## src/rtl/mem_arbiter_pkg.sv

```systemverilog
// Shared definitions for the instruction-fetch / load-store RAM arbiter:
// bus widths, byte-select width, FSM state and grant encodings.
package mem_arbiter_pkg;

  localparam int unsigned ADDR_WIDTH = 32;
  localparam int unsigned DATA_WIDTH = 32;
  localparam int unsigned SEL_WIDTH  = 4;

  localparam logic [SEL_WIDTH-1:0] SEL_WORD = '1;

  typedef enum logic [1:0] {
    IDLE      = 2'd0,
    SERVE_IF  = 2'd1,
    SERVE_MEM = 2'd2
  } state_e;

  // One-hot grant: bit 0 is the fetch port, bit 1 the load/store port.
  typedef enum logic [1:0] {
    GNT_NONE = 2'b00,
    GNT_IF   = 2'b01,
    GNT_MEM  = 2'b10
  } grant_e;

endpackage

```

## src/rtl/mem_arb_grant.sv

```systemverilog
// Fetch vs load/store grant selection. Load/store wins a tie unless it already
// won the last two grants while fetch was waiting.
module mem_arb_grant
  import mem_arbiter_pkg::*;
(
  input  logic   clk,
  input  logic   rst,
  input  logic   if_req_i,
  input  logic   mem_req_i,
  input  logic   take_i,
  output grant_e gnt_o
);

  // Consecutive load/store grants made while fetch was also requesting.
  logic [1:0] streak_q, streak_d;

  always_comb begin
    gnt_o = GNT_NONE;
    if (mem_req_i && !(if_req_i && streak_q == 2'd2)) begin
      gnt_o = GNT_MEM;
    end else if (if_req_i) begin
      gnt_o = GNT_IF;
    end
  end

  always_comb begin
    // NOTE: assign a default before any branch so no path leaves the signal unassigned (latch).
    streak_d = streak_q;
    if (take_i) begin
      streak_d = (gnt_o == GNT_MEM && if_req_i) ? streak_q + 2'd1 : 2'd0;
    end
  end

  always_ff @(posedge clk or negedge rst) begin
    if (!rst) begin
      streak_q <= 2'd0;
    end else begin
      // NOTE: non-blocking so every flop updates from pre-edge values.
      streak_q <= streak_d;
    end
  end

endmodule

```

## src/rtl/mem_arbiter.sv

```systemverilog
// Two-port RAM arbiter: one outstanding transaction on a shared RAM port,
// serving instruction fetch reads and load/store accesses.
module mem_arbiter
  import mem_arbiter_pkg::*;
#(
  parameter int unsigned AddrWidth = ADDR_WIDTH,
  parameter int unsigned DataWidth = DATA_WIDTH
) (
  input  logic                 clk,
  input  logic                 rst,

  input  logic                 if_re_i,
  input  logic [AddrWidth-1:0] if_addr_i,
  output logic                 if_busy_o,
  output logic                 if_done_o,
  output logic [DataWidth-1:0] if_data_o,

  input  logic                 mem_re_i,
  input  logic                 mem_we_i,
  input  logic [AddrWidth-1:0] mem_addr_i,
  input  logic [DataWidth-1:0] mem_wdata_i,
  input  logic [SEL_WIDTH-1:0] mem_sel_i,
  output logic                 mem_busy_o,
  output logic                 mem_done_o,
  output logic [DataWidth-1:0] mem_data_o,

  output logic                 ram_req_o,
  output logic                 ram_we_o,
  output logic [AddrWidth-1:0] ram_addr_o,
  output logic [DataWidth-1:0] ram_wdata_o,
  output logic [SEL_WIDTH-1:0] ram_sel_o,
  input  logic                 ram_ack_i,
  input  logic [DataWidth-1:0] ram_data_i
);

  state_e               state_q, state_d;
  logic                 ram_req_q, ram_req_d;
  logic                 ram_we_q, ram_we_d;
  logic [AddrWidth-1:0] ram_addr_q, ram_addr_d;
  logic [DataWidth-1:0] ram_wdata_q, ram_wdata_d;
  logic [SEL_WIDTH-1:0] ram_sel_q, ram_sel_d;
  logic                 if_done_q, if_done_d;
  logic                 mem_done_q, mem_done_d;
  logic [DataWidth-1:0] if_data_q, if_data_d;
  logic [DataWidth-1:0] mem_data_q, mem_data_d;

  logic   mem_req;
  logic   take;
  grant_e gnt;

  assign mem_req = mem_re_i | mem_we_i;
  // The done cycle is a bubble: nothing is accepted while a done pulse is high.
  assign take = (state_q == IDLE) && !if_done_q && !mem_done_q && (if_re_i || mem_req);

  mem_arb_grant u_grant (
    .clk       (clk),
    .rst       (rst),
    .if_req_i  (if_re_i),
    .mem_req_i (mem_req),
    .take_i    (take),
    .gnt_o     (gnt)
  );

  always_comb begin
    state_d     = state_q;
    ram_req_d   = ram_req_q;
    ram_we_d    = ram_we_q;
    ram_addr_d  = ram_addr_q;
    ram_wdata_d = ram_wdata_q;
    ram_sel_d   = ram_sel_q;
    if_done_d   = 1'b0;
    mem_done_d  = 1'b0;
    if_data_d   = if_data_q;
    mem_data_d  = mem_data_q;

    unique case (state_q)
      IDLE: begin
        if (take) begin
          ram_req_d = 1'b1;
          if (gnt == GNT_MEM) begin
            state_d     = SERVE_MEM;
            ram_we_d    = mem_we_i;  // read+write together counts as a write
            ram_addr_d  = mem_addr_i;
            ram_wdata_d = mem_wdata_i;
            ram_sel_d   = mem_sel_i;
          end else begin
            state_d     = SERVE_IF;
            ram_we_d    = 1'b0;
            ram_addr_d  = if_addr_i;
            ram_wdata_d = '0;
            ram_sel_d   = SEL_WORD;
          end
        end
      end
      SERVE_IF, SERVE_MEM: begin
        if (ram_ack_i) begin
          state_d     = IDLE;
          ram_req_d   = 1'b0;
          ram_we_d    = 1'b0;
          ram_addr_d  = '0;
          ram_wdata_d = '0;
          ram_sel_d   = '0;
          if (state_q == SERVE_IF) begin
            if_done_d = 1'b1;
            if_data_d = ram_data_i;
          end else begin
            mem_done_d = 1'b1;
            if (!ram_we_q) mem_data_d = ram_data_i;
          end
        end
      end
      default: state_d = IDLE;
    endcase
  end

  always_ff @(posedge clk or negedge rst) begin
    if (!rst) begin
      state_q     <= IDLE;
      ram_req_q   <= 1'b0;
      ram_we_q    <= 1'b0;
      ram_addr_q  <= '0;
      ram_wdata_q <= '0;
      ram_sel_q   <= '0;
      if_done_q   <= 1'b0;
      mem_done_q  <= 1'b0;
      if_data_q   <= '0;
      mem_data_q  <= '0;
    end else begin
      state_q     <= state_d;
      ram_req_q   <= ram_req_d;
      ram_we_q    <= ram_we_d;
      ram_addr_q  <= ram_addr_d;
      ram_wdata_q <= ram_wdata_d;
      ram_sel_q   <= ram_sel_d;
      if_done_q   <= if_done_d;
      mem_done_q  <= mem_done_d;
      if_data_q   <= if_data_d;
      mem_data_q  <= mem_data_d;
    end
  end

  assign if_busy_o   = (state_q != IDLE);
  assign mem_busy_o  = (state_q != IDLE);
  assign if_done_o   = if_done_q;
  assign mem_done_o  = mem_done_q;
  assign if_data_o   = if_data_q;
  assign mem_data_o  = mem_data_q;
  assign ram_req_o   = ram_req_q;
  assign ram_we_o    = ram_we_q;
  assign ram_addr_o  = ram_addr_q;
  assign ram_wdata_o = ram_wdata_q;
  assign ram_sel_o   = ram_sel_q;

endmodule

```

## config.mk

```make
export PLATFORM = sky130hd
export DESIGN_NAME = mem_arbiter
export DESIGN_NICKNAME = d
export VERILOG_FILES = /design/src/rtl/mem_arbiter_pkg.sv /design/src/rtl/mem_arb_grant.sv /design/src/rtl/mem_arbiter.sv
export SDC_FILE = /design/constraint.sdc
export NUM_CORES = 1
export LEC_CHECK = 0
export ABC_AREA = 1
export BUFFER_PORTS_ARGS = -buffer_cell sky130_fd_sc_hd__buf_4
export CAP_MARGIN = 5
export CORE_MARGIN = 2
export CORE_UTILIZATION = 48
export DETAILED_ROUTE_END_ITERATION = 7
export GPL_TIMING_DRIVEN = 0
export PLACE_DENSITY = 0.81
export SLEW_MARGIN = 5
export SYNTH_ARGS = -nofsm -noshare
export SYNTH_HDL_FRONTEND = slang
export SYNTH_SLANG_ARGS = --single-unit
```

## constraint.sdc

```tcl
create_clock -name clk -period 1.8 [get_ports clk]
set_input_delay 0.36 -clock clk [delete_from_list [all_inputs] [get_ports clk]]
set_output_delay 0.36 -clock clk [all_outputs]
set_load 0.005 [all_outputs]
```

## After elaboration in Yosys (flattened, before gate mapping)

Cells that the tools add are included.

- Add/subtract/negate cells: 1
- Multipliers: 0
- Div/mod/pow operators: 0
- Magnitude comparators: 0
- Eq/ne operators: 6
- Shift operators: 0
- Muxes and demuxes: 30
- Bitwise logic cells: 3
- Reductions and logical operators: 18

Operators by type and width:

| kind | count |
|---|---|
| $mux W32 | 5 |
| $pmux W32 S2 | 2 |
| $mux W4 | 3 |
| $mux W1 | 11 |
| $mux W2 | 5 |
| $pmux W4 S2 | 1 |
| $eq A2 B2 Y1 const B | 3 |
| $logic_and A1 B1 Y1 | 6 |
| $reduce_and A3 Y1 | 2 |
| $ne A2 B2 Y1 const B | 2 |
| $pmux W1 S2 | 2 |
| $pmux W2 S2 | 1 |
| $reduce_and A4 Y1 | 1 |
| $reduce_bool A2 Y1 | 2 |
| $logic_not A1 Y1 | 3 |
| $add A2 B1 Y2 const B | 1 |
| $eq A2 B1 Y1 const B | 1 |
| $logic_not A2 Y1 | 1 |
| $not A1 Y1 | 2 |
| $reduce_and A2 Y1 | 1 |
| $reduce_or A2 Y1 | 1 |
| $logic_or A1 B1 Y1 | 1 |
| $or A1 B1 Y1 | 1 |

- Flip-flop bits (word level): 140
- Latch bits: 0
- RAM bits: 0
- Memory bits (read-only): 0
- Input bits: 138
- Output and inout bits: 138
- Logic and storage cells: 69
- Memories kept: 0

## Longest topological paths before layout

Gate-level depths: netlist of run 1.

- Depth after elaboration: 9
- Gate-level depth with buffers: 10
- Mapped depth without buffers: 9

## Cells and area by module

Synthesis of run 1 repeated with hierarchy kept, for this count alone.

- Cell total of the unflattened synthesis: 849
- Area total of the unflattened synthesis: 6523.8 µm²

By module, submodules not included:

| module | times used | cells each | area each (µm²) | sequential area each (µm²) |
|---|---|---|---|---|
| mem_arbiter | 1 | 832 | 6387.4 | 3453.3 |
| mem_arb_grant | 1 | 17 | 136.4 | 50.0 |

## Least setup slack after synthesis of run 1

No wires, ideal clock.

- Path kind: register to register
- Start point: register state_q[0]
- End point: register ram_we_q, in the netlist ram_we_o
- Setup time: 0.117 ns
- Arrival: 1.402 ns
- Required time: 1.683 ns
- Slack: 0.281 ns
- Stages on the path, launching flop included: 10
- Buffers on the path: 2
- Period minus slack after synthesis: 1.519 ns
- Path through: dfrtp_1 inv_1 ha_1 inv_2 nor2_4 inv_2 buf_2 buf_2 nand3_1 nand2_1

- Longest elaborated chain between the ends: 6
- Elaborated cells between the ends (all ways): 12
- Those cells by class: eq/ne: 4; mux: 1; reduce/logical: 7

RTL lines:

| item | line | RTL |
|---|---|---|
| start, declared | mem_arbiter.sv:36 | `state_e state_q, state_d;` |
| start signal, assigned | mem_arbiter.sv:129 | `state_q <= state_d;` |
| $logic_not A2 Y1 | mem_arbiter.sv:53, mem_arbiter.sv:76 |  |
| $logic_and A1 B1 Y1 (3 in a row) | mem_arbiter.sv:53 | `assign take = (state_q == IDLE) && !if_done_q && !mem_done_q && (if_re_i \|\| mem_req);` |
| $ne A2 B2 Y1 (no source line) | n/a |  |
| $reduce_and A3 Y1 (no source line) | n/a |  |
| end signal, assigned | mem_arbiter.sv:131 | `ram_we_q <= ram_we_d;` |
| end, declared | mem_arbiter.sv:38 | `logic ram_we_q, ram_we_d;` |

Parallel ways exist; a longest one is shown, timed or not.
A chain may end at the register's enable or synchronous reset.

## Worst setup path after layout of run 1

- Start point: register state_q[1]
- End point: output mem_busy_o

- Longest elaborated chain between the ends: 1

RTL lines:

| item | line | RTL |
|---|---|---|
| $reduce_bool A2 Y1 | mem_arbiter.sv:143 | `assign mem_busy_o = (state_q != IDLE);` |
| end, declared | mem_arbiter.sv:23 | `output logic mem_busy_o,` |

Every way passes these cells.

==> results.toml, run 1 <==
[job]
max_cap_viol_count = 0

[clocking]
htree_levels = 4
max-clock-path-buffers = 2
worst_skew_pair.late_latency_ns = 0.41
cts-buffers-inserted = 17
cts_root_buffer = "clkbuf_16"
numClockSinks = 140
cts_tree = "yes"
clock_transition_time_at_the_flip_flop_clock_pins_of_the_worst_setup_and_hold_paths_ns = 0.06

[routing]
final_antenna_net_count = 0
detail_route.drc_violations = 0
first_iter_violations = 448
route.final.wire_length_mm = 19.19
drt_pre_antenna_iters = 5
dr_vias = 6348
vias_per_cell = 5.002
wl_per_cell_um = 15.13

[power_and_ir_drop]
power-per-cell-area_nw_per_um2 = 1797
ir_worst_vdd_mv = 0.8857
leakage_nw = 5.179

[yosys]
yosysWarnings = 0
synth_area_leaders = "dfrtp_1, nand2_1, nand3_1, o21ai_0, inv_1"
yosys.area.top_type = "dfrtp_1"
synth.distinct_cells = 23
synth-seq-cells = 140
synthesis.area_per_instance_um2 = 8.091
post-synth-top-area-fraction_pct = 55.09
synth_seq_area_share_pct = 55.09
post_synth_inst_count = 786
post_synth_instance_area_um2 = 6360
syn_nets = 927

[run_status]
status = "finished, final reports clean"

[worst_setup_path]
critical_path_arrival_ns = 1.38
worst_setup_path_start_kind = "flop"
setup.worst_path.end_class = "primary output"
worst-setup-path-type = "reg2out"
critPathMaxFanout = 4
critical_path_required_ns = 1.44

[finish]
utilization_pct = 70.60
final_cell_mix = "nand2_1, buf_4, dfrtp_1, nand3_1, o21ai_0"
synthToLayoutAreaGrowth_pct = 45.25
ratio_of_cells_with_drive_above_1_in_the_final_layout_pct = 33.49
layout_commonest_cell = "nand2_1"
finalNetCount = 1223
diodes_inserted = 0

[floorplan]
vert_die_dim_um = 119.1
fp-row-count = 42
floorplan.initialDensity_pct = 48.60
pin_count = 276
floorplan.die_area_um2 = 14190
fp.dieW_um = 119.1
core_area_um2 = 13090

[place]
place.detailed.hpwl_mm = 13.97
dp_worst_setup_slack_ns = -0.03367
placement.io_buffers = 275
routability_congestion = 0.9041

[timing]
timing_hold_violations_final = 0
slew_at_the_pin_closest_to_its_max_slew_limit_ns = 0.6426
maxClockFrequency_ghz = 0.5744
setup_slack_ns = 0.05895
unrepaired_setup_endpoints_after_global_routing = "true"
clock-skew-final_ns = 0.004549
setup_viol = 0
maxSlewViolCount = 0
slew_headroom_pct = 57.16
period_needed_ns = 1.741
ratio_of_final_minimum_period_to_clock_period_pct = 96.72
timing.setup.tns_ns = 0

[global_routing]
first_global_vias = 6119
maximum_number_of_pins_on_one_net_before_global_route_repair = 74
gr-total-overflow = 0
initial_antenna_violation_count = 0
groute.usage.overall_pct = 27.69
grt_pass1_wl_mm = 31.13

[min_path]
hold_crit_path_type = "in2reg"
==> synth_stat cells, drive strengths merged <==
cell type,number
nor2,38
nand4,1
ha,3
nand2,296
clkbuf,16
nor3,1
buf,39
a21oi,33
inv,49
o21ai,65
nand3,101
dfrtp,140
nand3b,4
==> cells by family after synthesis <==
| group | share of synthesized area (%) |
|---|---|
| simple gates | 29.10 |
| flops | 55.09 |
| buf+inv | 7.338 |
| compound gates | 7.889 |
| fa+ha+maj | 0.5903 |
==> critical path, cell delays in order (launching register included) <==
cell	delay [ns]
dfrtp_1	0.37
inv_1	0.11
ha_4	0.17
inv_2	0.07
buf_4	0.13
buf_4	0.12
==> sequential cells by signal, summed over array words and instances, names as in the netlist <==
| register | flops |
|---|---|
| u_grant.streak_q | 2 |
| mem_data_o | 32 |
| mem_done_o | 1 |
| if_data_o | 32 |
| state_q | 2 |
| ram_we_o | 1 |
| ram_wdata_o | 32 |
| ram_req_o | 1 |
| ram_sel_o | 4 |
| ram_addr_o | 32 |
| if_done_o | 1 |
==> power by group <==
group,switching [W],internal (W),total [W]
Sequential,0.000753,0.00452,0.00527
Clock,0.00126,0.00186,0.00312
Combinational,0.00461,0.00360,0.00821
==> final timing paths <==
| path | from | endpoint | slack, ns | cells after the start |
|---|---|---|---|---|
| worst max register to register | state_q[1]$_DFFE_PN0P_ | ram_wdata_o[21]$_DFFE_PN0P_ | 0.13 | 9 |
| worst min-delay path | ram_data_i[20] | mem_data_o[20]$_DFFE_PN0P_ | 0.21 | 3 |
| worst min register to register | ram_wdata_o[14]$_DFFE_PN0P_ | ram_wdata_o[14]$_DFFE_PN0P_ | 0.47 | 2 |
| max in group asynchronous | rst | mem_data_o[15]$_DFFE_PN0P_ | 0.53 | 3 |
| min in group asynchronous | rst | ram_wdata_o[11]$_DFFE_PN0P_ | 0.51 | 2 |
| worst max-delay path | state_q[1]$_DFFE_PN0P_ | mem_busy_o | 0.06 | 5 |
==> area by class of cell <==
cell class	instances	area, um^2
plain buffers	55	304.0
clock buffers	21	440.4
clock inverters	9	75.07
fillers	1078	3847
inverters	49	183.9
multi-input cells	542	2405
flip-flops and latches	140	3503
well taps	176	220.2
repair buffers	277	2106
==> per-layer routing <==
layer	vias up	GRT usage, %	share of wire, %
met5	-	0	0
met4	0	10.71	2.9
met3	40	8.812	9.7
met2	270	45.26	47
met1	2946	34.32	40
li1	3092	-	-
==> through the flow <==
step / cells / area [um^2] / power (W) / hold slack [ns]
4_1_cts: 1269 / 9220 / 0.01666 / 0.1970
3_5_place_dp: 1238 / 8676 / 0.01340 / 0.4087
5_1_grt: 1269 / 9238 / 0.01791 / 0.2108
2_1_floorplan: 786 / 6360 / 0.009705 / 0.06441
3_3_place_gp: 1237 / 8645 / 0.01319 / 0.4556
6_report: 1269 / 9238 / 0.01660 / 0.2088
==> what timing repair did <==
item,CTS,global route
setup buffers,0,0
hold buffers,1,0
setup endpoints to repair,18,75
endpoints found under the hold margin,67,0
gates resized for setup,7,19
No activity file was read; power rests on OpenSTA's default activity.
==> inputs of run 2 (changes only) <==
- RECOVER_POWER: default -> 25
==> run 2 against run 1 <==
Combinational power decreased by 1%; wire length unchanged; worst hold slack about the same; sequential power about the same; flip-flop and latch count unchanged; critical path type unchanged; critical endpoint unchanged; largest power group unchanged; highest routed layer unchanged.
==> results.toml, run 2 (synthesized netlist as in run 1, its figures left out) <==
[timing]
maxClockFrequency_ghz = 0.5743
ratio_of_final_minimum_period_to_clock_period_pct = 96.74
period_needed_ns = 1.741
maxSlewViolCount = 0
timing_hold_violations_final = 0
unrepaired_setup_endpoints_after_global_routing = "true"
setup_slack_ns = 0.05872
timing.setup.tns_ns = 0
setup_viol = 0
clock-skew-final_ns = 0.005693
slew_headroom_pct = 35.06
slew_at_the_pin_closest_to_its_max_slew_limit_ns = 0.9740

[worst_setup_path]
critical-path-top-delay-family = "buffers and inverters"
critical_path.slowest_cell = "dfrtp_1"
timing.critical_path.buf_inv = 4
cp_slowest_stage_delay_ns = 0.37
setup.worst_path.end_class = "primary output"
reg2reg_depth = 9
critical_path_arrival_ns = 1.38
worst_setup_path_start_kind = "flop"
timing.critical_path.mode_cell = "buf_4"
critical_path_required_ns = 1.44
crit_chain = "inv_1 > ha_4 > inv_2 > buf_4 > buf_4"
worst-setup-path-type = "reg2out"
critPathMaxFanout = 4
cp_num_cells = 5

[clocking]
cts_setup_buffers = 0
cts_root_buffer = "clkbuf_16"
cts-buffers-inserted = 17
cts_tree = "yes"
htree_levels = 4
numClockSinks = 140
clock_transition_time_at_the_flip_flop_clock_pins_of_the_worst_setup_and_hold_paths_ns = 0.06
max-clock-path-buffers = 2
worst_skew_pair.late_latency_ns = 0.41

[routing]
drt_pre_antenna_iters = 5
dr_vias = 6350
final_antenna_net_count = 0
detail_route.drc_violations = 0
vias_per_cell = 5.004
route.final.wire_length_mm = 19.19
wl_per_cell_um = 15.13
first_iter_violations = 428

[global_routing]
initial_antenna_violation_count = 0
maximum_number_of_pins_on_one_net_before_global_route_repair = 74
grt_pass1_wl_mm = 31.13
first_global_vias = 6119
groute.usage.overall_pct = 27.69
gr-total-overflow = 0

[job]
max_cap_viol_count = 0

[floorplan]
core_area_um2 = 13090
floorplan.initialDensity_pct = 48.60
floorplan.die_area_um2 = 14190
fp-row-count = 42
pin_count = 276
vert_die_dim_um = 119.1
fp.dieW_um = 119.1

[run_status]
status = "finished, final reports clean"

[place]
routability_congestion = 0.9041
place.detailed.hpwl_mm = 13.97
dp_worst_setup_slack_ns = -0.03367
placement.io_buffers = 275

[min_path]
hold_crit_path_type = "in2reg"
cell_count_of_the_worst_hold_path = 3

[finish]
diodes_inserted = 0
utilization_pct = 70.34
layout_commonest_cell = "nand2_1"
final_cell_mix = "nand2_1, buf_4, dfrtp_1, nand3_1, o21ai_0"
finalNetCount = 1223
synthToLayoutAreaGrowth_pct = 44.72
ratio_of_cells_with_drive_above_1_in_the_final_layout_pct = 32.75

[power_and_ir_drop]
ir_worst_vdd_mv = 0.8893
leakage_nw = 5.135
totalPowerFinal_w = 0.01653
power-per-cell-area_nw_per_um2 = 1795
-- run 2: cell count changes in the layout (fill, tap and decap cells not counted), sizes merged --
cell	delta
clkbuf	+36
buf	-36
-- run 2: worst reg2reg max path, stage by stage (launching register included) --
cell     delay (ns)
dfrtp_1        0.37
inv_1          0.11
ha_4           0.23
inv_2          0.14
nor2_4         0.06
inv_2          0.05
buf_2          0.21
buf_2          0.26
nand3_1        0.11
nand2_1        0.08
-- run 2: timing repair --
item                       CTS  global route
gates resized for setup      7            19
setup endpoints to repair   18            75
hold buffers                 1             0
hold endpoints to repair    67             0
-- run 2: final cells by class --
class | count | area [um^2]
Clock inverter | 9 | 75.07
Timing Repair Buffer | 277 | 2072
Tap cell | 176 | 220.2
Sequential cell | 140 | 3503
Fill cell | 1088 | 3881
Multi-Input combinational cell | 542 | 2405
Inverter | 49 | 183.9
Clock buffer | 21 | 440.4
Buffer | 55 | 304.0
-- run 2: final timing paths --
check,startpoint,end,slack [ns]
min,ram_data_i[20],mem_data_o[20]$_DFFE_PN0P_,0.21
max,state_q[1]$_DFFE_PN0P_,mem_busy_o,0.06
max reg2reg,state_q[1]$_DFFE_PN0P_,ram_wdata_o[21]$_DFFE_PN0P_,0.12
min reg2reg,ram_wdata_o[28]$_DFFE_PN0P_,ram_wdata_o[28]$_DFFE_PN0P_,0.47
max in group asynchronous,rst,mem_data_o[15]$_DFFE_PN0P_,0.29
min in group asynchronous,rst,ram_wdata_o[11]$_DFFE_PN0P_,0.66
-- run 2: metal layers --
layer	wire length (um)	GRT usage, %	vias up
met5	0	0	-
met3	1859	8.812	43
li1	-	-	3091
met2	9085	45.26	280
met1	7662	34.32	2936
met4	587	10.71	0
-- run 2: report_power, final --
group	switching [W]	total (W)	internal, W	leakage (nW)
Combinational	0.00461	0.00813	0.00352	3.09
Clock	0.00126	0.00313	0.00186	0.252
Sequential	0.000747	0.00526	0.00452	1.79
Total	0.00662	0.0165	0.00990	5.14
-- run 2: through the flow --
| stage | hold WS [ns] | area [um^2] | std cells |
|---|---|---|---|
| 2_1_floorplan | 0.06441 | 6360 | 786 |
| 3_5_place_dp | 0.4087 | 8676 | 1238 |
| 3_3_place_gp | 0.4556 | 8645 | 1237 |
| 5_1_grt | 0.2108 | 9204 | 1269 |
| 6_report | 0.2091 | 9204 | 1269 |
| 4_1_cts | 0.1970 | 9220 | 1269 |
==> inputs of run 3 (changes only) <==
- CORE_UTILIZATION: 48 -> 43
- PLACE_DENSITY: 0.81 -> 0.76
- clock period: 1.8 -> 1.5 ns (I/O delays scaled with it)
==> run 3 against run 2 <==
The flow now finishes with violations (negative setup slack); clock power rose by 43%; global-route usage fell by 1.4 points; critical path depth rose by 5; clock skew fell by 0.00061 ns; critical endpoint is now ram_wdata_o[20]$_DFFE_PN0P_; sequential share of layout area fell by 6.0 points; via count rose by 8.4%; non-clock buffer count rose by 42; flip-flop and latch count did not move; cell count rose by 4.3%; combinational power rose by 99%.
==> results.toml, run 3 (synthesized netlist as in run 1, its figures left out) <==
[run_status]
status = "finished with violations"
failed_checks = "negative setup slack"

[worst_setup_path]
critical_path_arrival_ns = 2.01
crit-reg2reg-launch = "state_q[1]$_DFFE_PN0P_"
regToRegEndpoint = "ram_wdata_o[20]$_DFFE_PN0P_"
r2r_setup_slack_ns = -0.16
worst_setup_path_start_kind = "flop"
worst-setup-path-type = "reg2reg"
setup.worst_path.end_class = "flop"
critPathMaxFanout = 7
critical_path_required_ns = 1.85
reg2reg_depth = 10

[finish]
area_used_by_multi_input_combinational_logic_um2 = 3082
regArea_um2 = 3503
final_cell_mix = "buf_4, nand2_1, dfrtp_1, nand3_1, nand2_2"
layout_commonest_cell = "buf_4"
ratio_of_cells_with_drive_above_1_in_the_final_layout_pct = 49.69
finalNetCount = 1268
design_area_um2 = 10920
diodes_inserted = 0
fillCellCount = 995
synthToLayoutAreaGrowth_pct = 71.71

[global_routing]
first_global_vias = 6624
initial_antenna_violation_count = 0
maximum_number_of_pins_on_one_net_before_global_route_repair = 90
gr-total-overflow = 0
grt_pass1_wl_mm = 33.34
groute.usage.overall_pct = 26.32

[timing]
fin_worst_hold_slack_ns = 0.1468
setup_slack_ns = -0.1605
maxSlewViolCount = 0
slew_headroom_pct = 51.40
clock-skew-final_ns = 0.005085
slew_at_the_pin_closest_to_its_max_slew_limit_ns = 0.7291
maxClockFrequency_ghz = 0.6022
timing_hold_violations_final = 0
unrepaired_setup_endpoints_after_global_routing = "true"
period_needed_ns = 1.661
setup_viol = 108
ratio_of_final_minimum_period_to_clock_period_pct = 110.7

[power_and_ir_drop]
leakage_nw = 5.887
power-per-cell-area_nw_per_um2 = 2502
ir_worst_vdd_mv = 1.266

[place]
detailed_place.area_um2 = 8698
routability_congestion = 0.8860
place.detailed.hpwl_mm = 14.43
placement.io_buffers = 275

[floorplan]
vert_die_dim_um = 125.6
fp.dieW_um = 125.6
fp-row-count = 44
floorplan.initialDensity_pct = 43.92
floorplan.die_area_um2 = 15780
core_area_um2 = 14480
pin_count = 276

[clocking]
cts-buffers-inserted = 17
htree_levels = 4
cts_tree = "yes"
clock_transition_time_at_the_flip_flop_clock_pins_of_the_worst_setup_and_hold_paths_ns = 0.06
cts_root_buffer = "clkbuf_16"
numClockSinks = 140
worst_skew_pair.late_latency_ns = 0.41
max-clock-path-buffers = 2

[routing]
route.final.wire_length_mm = 23.21
vias_per_cell = 5.203
dr_vias = 6883
final_antenna_net_count = 0
first_iter_violations = 395
detail_route.drc_violations = 0
drt_pre_antenna_iters = 5
wl_per_cell_um = 17.54

[min_path]
worst_hold_path.endpoint = "mem_data_o[6]$_DFFE_PN0P_"
cell_count_of_the_worst_hold_path = 3
hold_crit_path_type = "in2reg"
hold_path_startpoint = "ram_data_i[6]"

[job]
max_cap_viol_count = 0
[run 3: cell types whose count changed in the layout (fill, tap and decap cells not counted), sizes merged]
cell and delta:
clkinv -1, bufinv +3, clkinvlp -1, buf +76
nand2 +3, clkbuf -34
[run 3: cell type report]
type,count,share of cell area (%)
flip-flops and latches,140,32.08
well taps,184,2.108
inverters,49,1.776
multi-input cells,545,28.22
repair buffers,321,25.09
plain buffers,53,4.915
clock inverters,10,1.501
clock buffers,21,4.308
[run 3: worst max-delay path, cell delays in order (launching register included)]
cell and delay (ns):
dfrtp_1 0.36, inv_2 0.06, ha_4 0.34, inv_6 0.05
nor2_4 0.14, inv_4 0.07, buf_8 0.14, nand2_8 0.13
clkbuf_16 0.18, nand2_2 0.06, nand2_1 0.06
[run 3: worst max path at each step]
stage / startpoint / end / slack (ns) / depth (start not counted)
2_1_floorplan: state_q[0]$_DFFE_PN0P_ / ram_we_o$_DFFE_PN0P_ / 0.04 / 9
3_3_place_gp: rst / ram_wdata_o[25]$_DFFE_PN0P_ / -0.47 / 1
3_5_place_dp: u_grant.streak_q[0]$_DFFE_PN0P_ / ram_wdata_o[25]$_DFFE_PN0P_ / -0.27 / 9
4_1_cts: state_q[0]$_DFFE_PN0P_ / ram_addr_o[15]$_DFFE_PN0P_ / -0.15 / 11
5_1_grt: state_q[0]$_DFFE_PN0P_ / ram_addr_o[15]$_DFFE_PN0P_ / -0.20 / 11
6_report: state_q[1]$_DFFE_PN0P_ / ram_wdata_o[20]$_DFFE_PN0P_ / -0.16 / 10
[run 3: per-layer routing]
layer | part of all wire (%) | vias up | GRT usage (%)
met4 | 2.1 | 0 | 8.497
met1 | 38 | 3335 | 32.28
met5 | 0 | - | 0
met3 | 8.3 | 38 | 7.222
li1 | - | 3195 | -
met2 | 51 | 315 | 45.25
[run 3: power by group]
| group | switching (W) | internal (W) | leakage [nW] |
|---|---|---|---|
| clock | 0.00158 | 0.00291 | 0.309 |
| sequential | 0.00119 | 0.00542 | 1.79 |
| combinational | 0.00803 | 0.00819 | 3.78 |
| total | 0.0108 | 0.0165 | 5.89 |
[run 3: what timing repair did]
action	in CTS	in global routing
pin swaps	12	36
setup endpoints to repair	140	140
gates resized for setup	120	231
setup buffers	15	15
gates cloned	7	13
endpoints found under the hold margin	51	0
hold buffers	1	0
[run 3: per-stage QoR]
| stage | TNS, ns | setup WS (ns) | power, W | std cells | utilization, % |
|---|---|---|---|---|---|
| finish | -9.583 | -0.1605 | 0.02732 | 1323 | 75.42 |
| global route | -20.67 | -0.2008 | 0.02886 | 1323 | 75.42 |
| CTS | -4.842 | -0.1497 | 0.02341 | 1299 | 68.63 |
| detailed placement | -24.19 | -0.2731 | 0.01618 | 1246 | 60.08 |
| global placement | -83.58 | -0.4656 | 0.01595 | 1245 | 59.86 |
| floorplan | 0 | 0.03594 | 0.01169 | 786 | - |
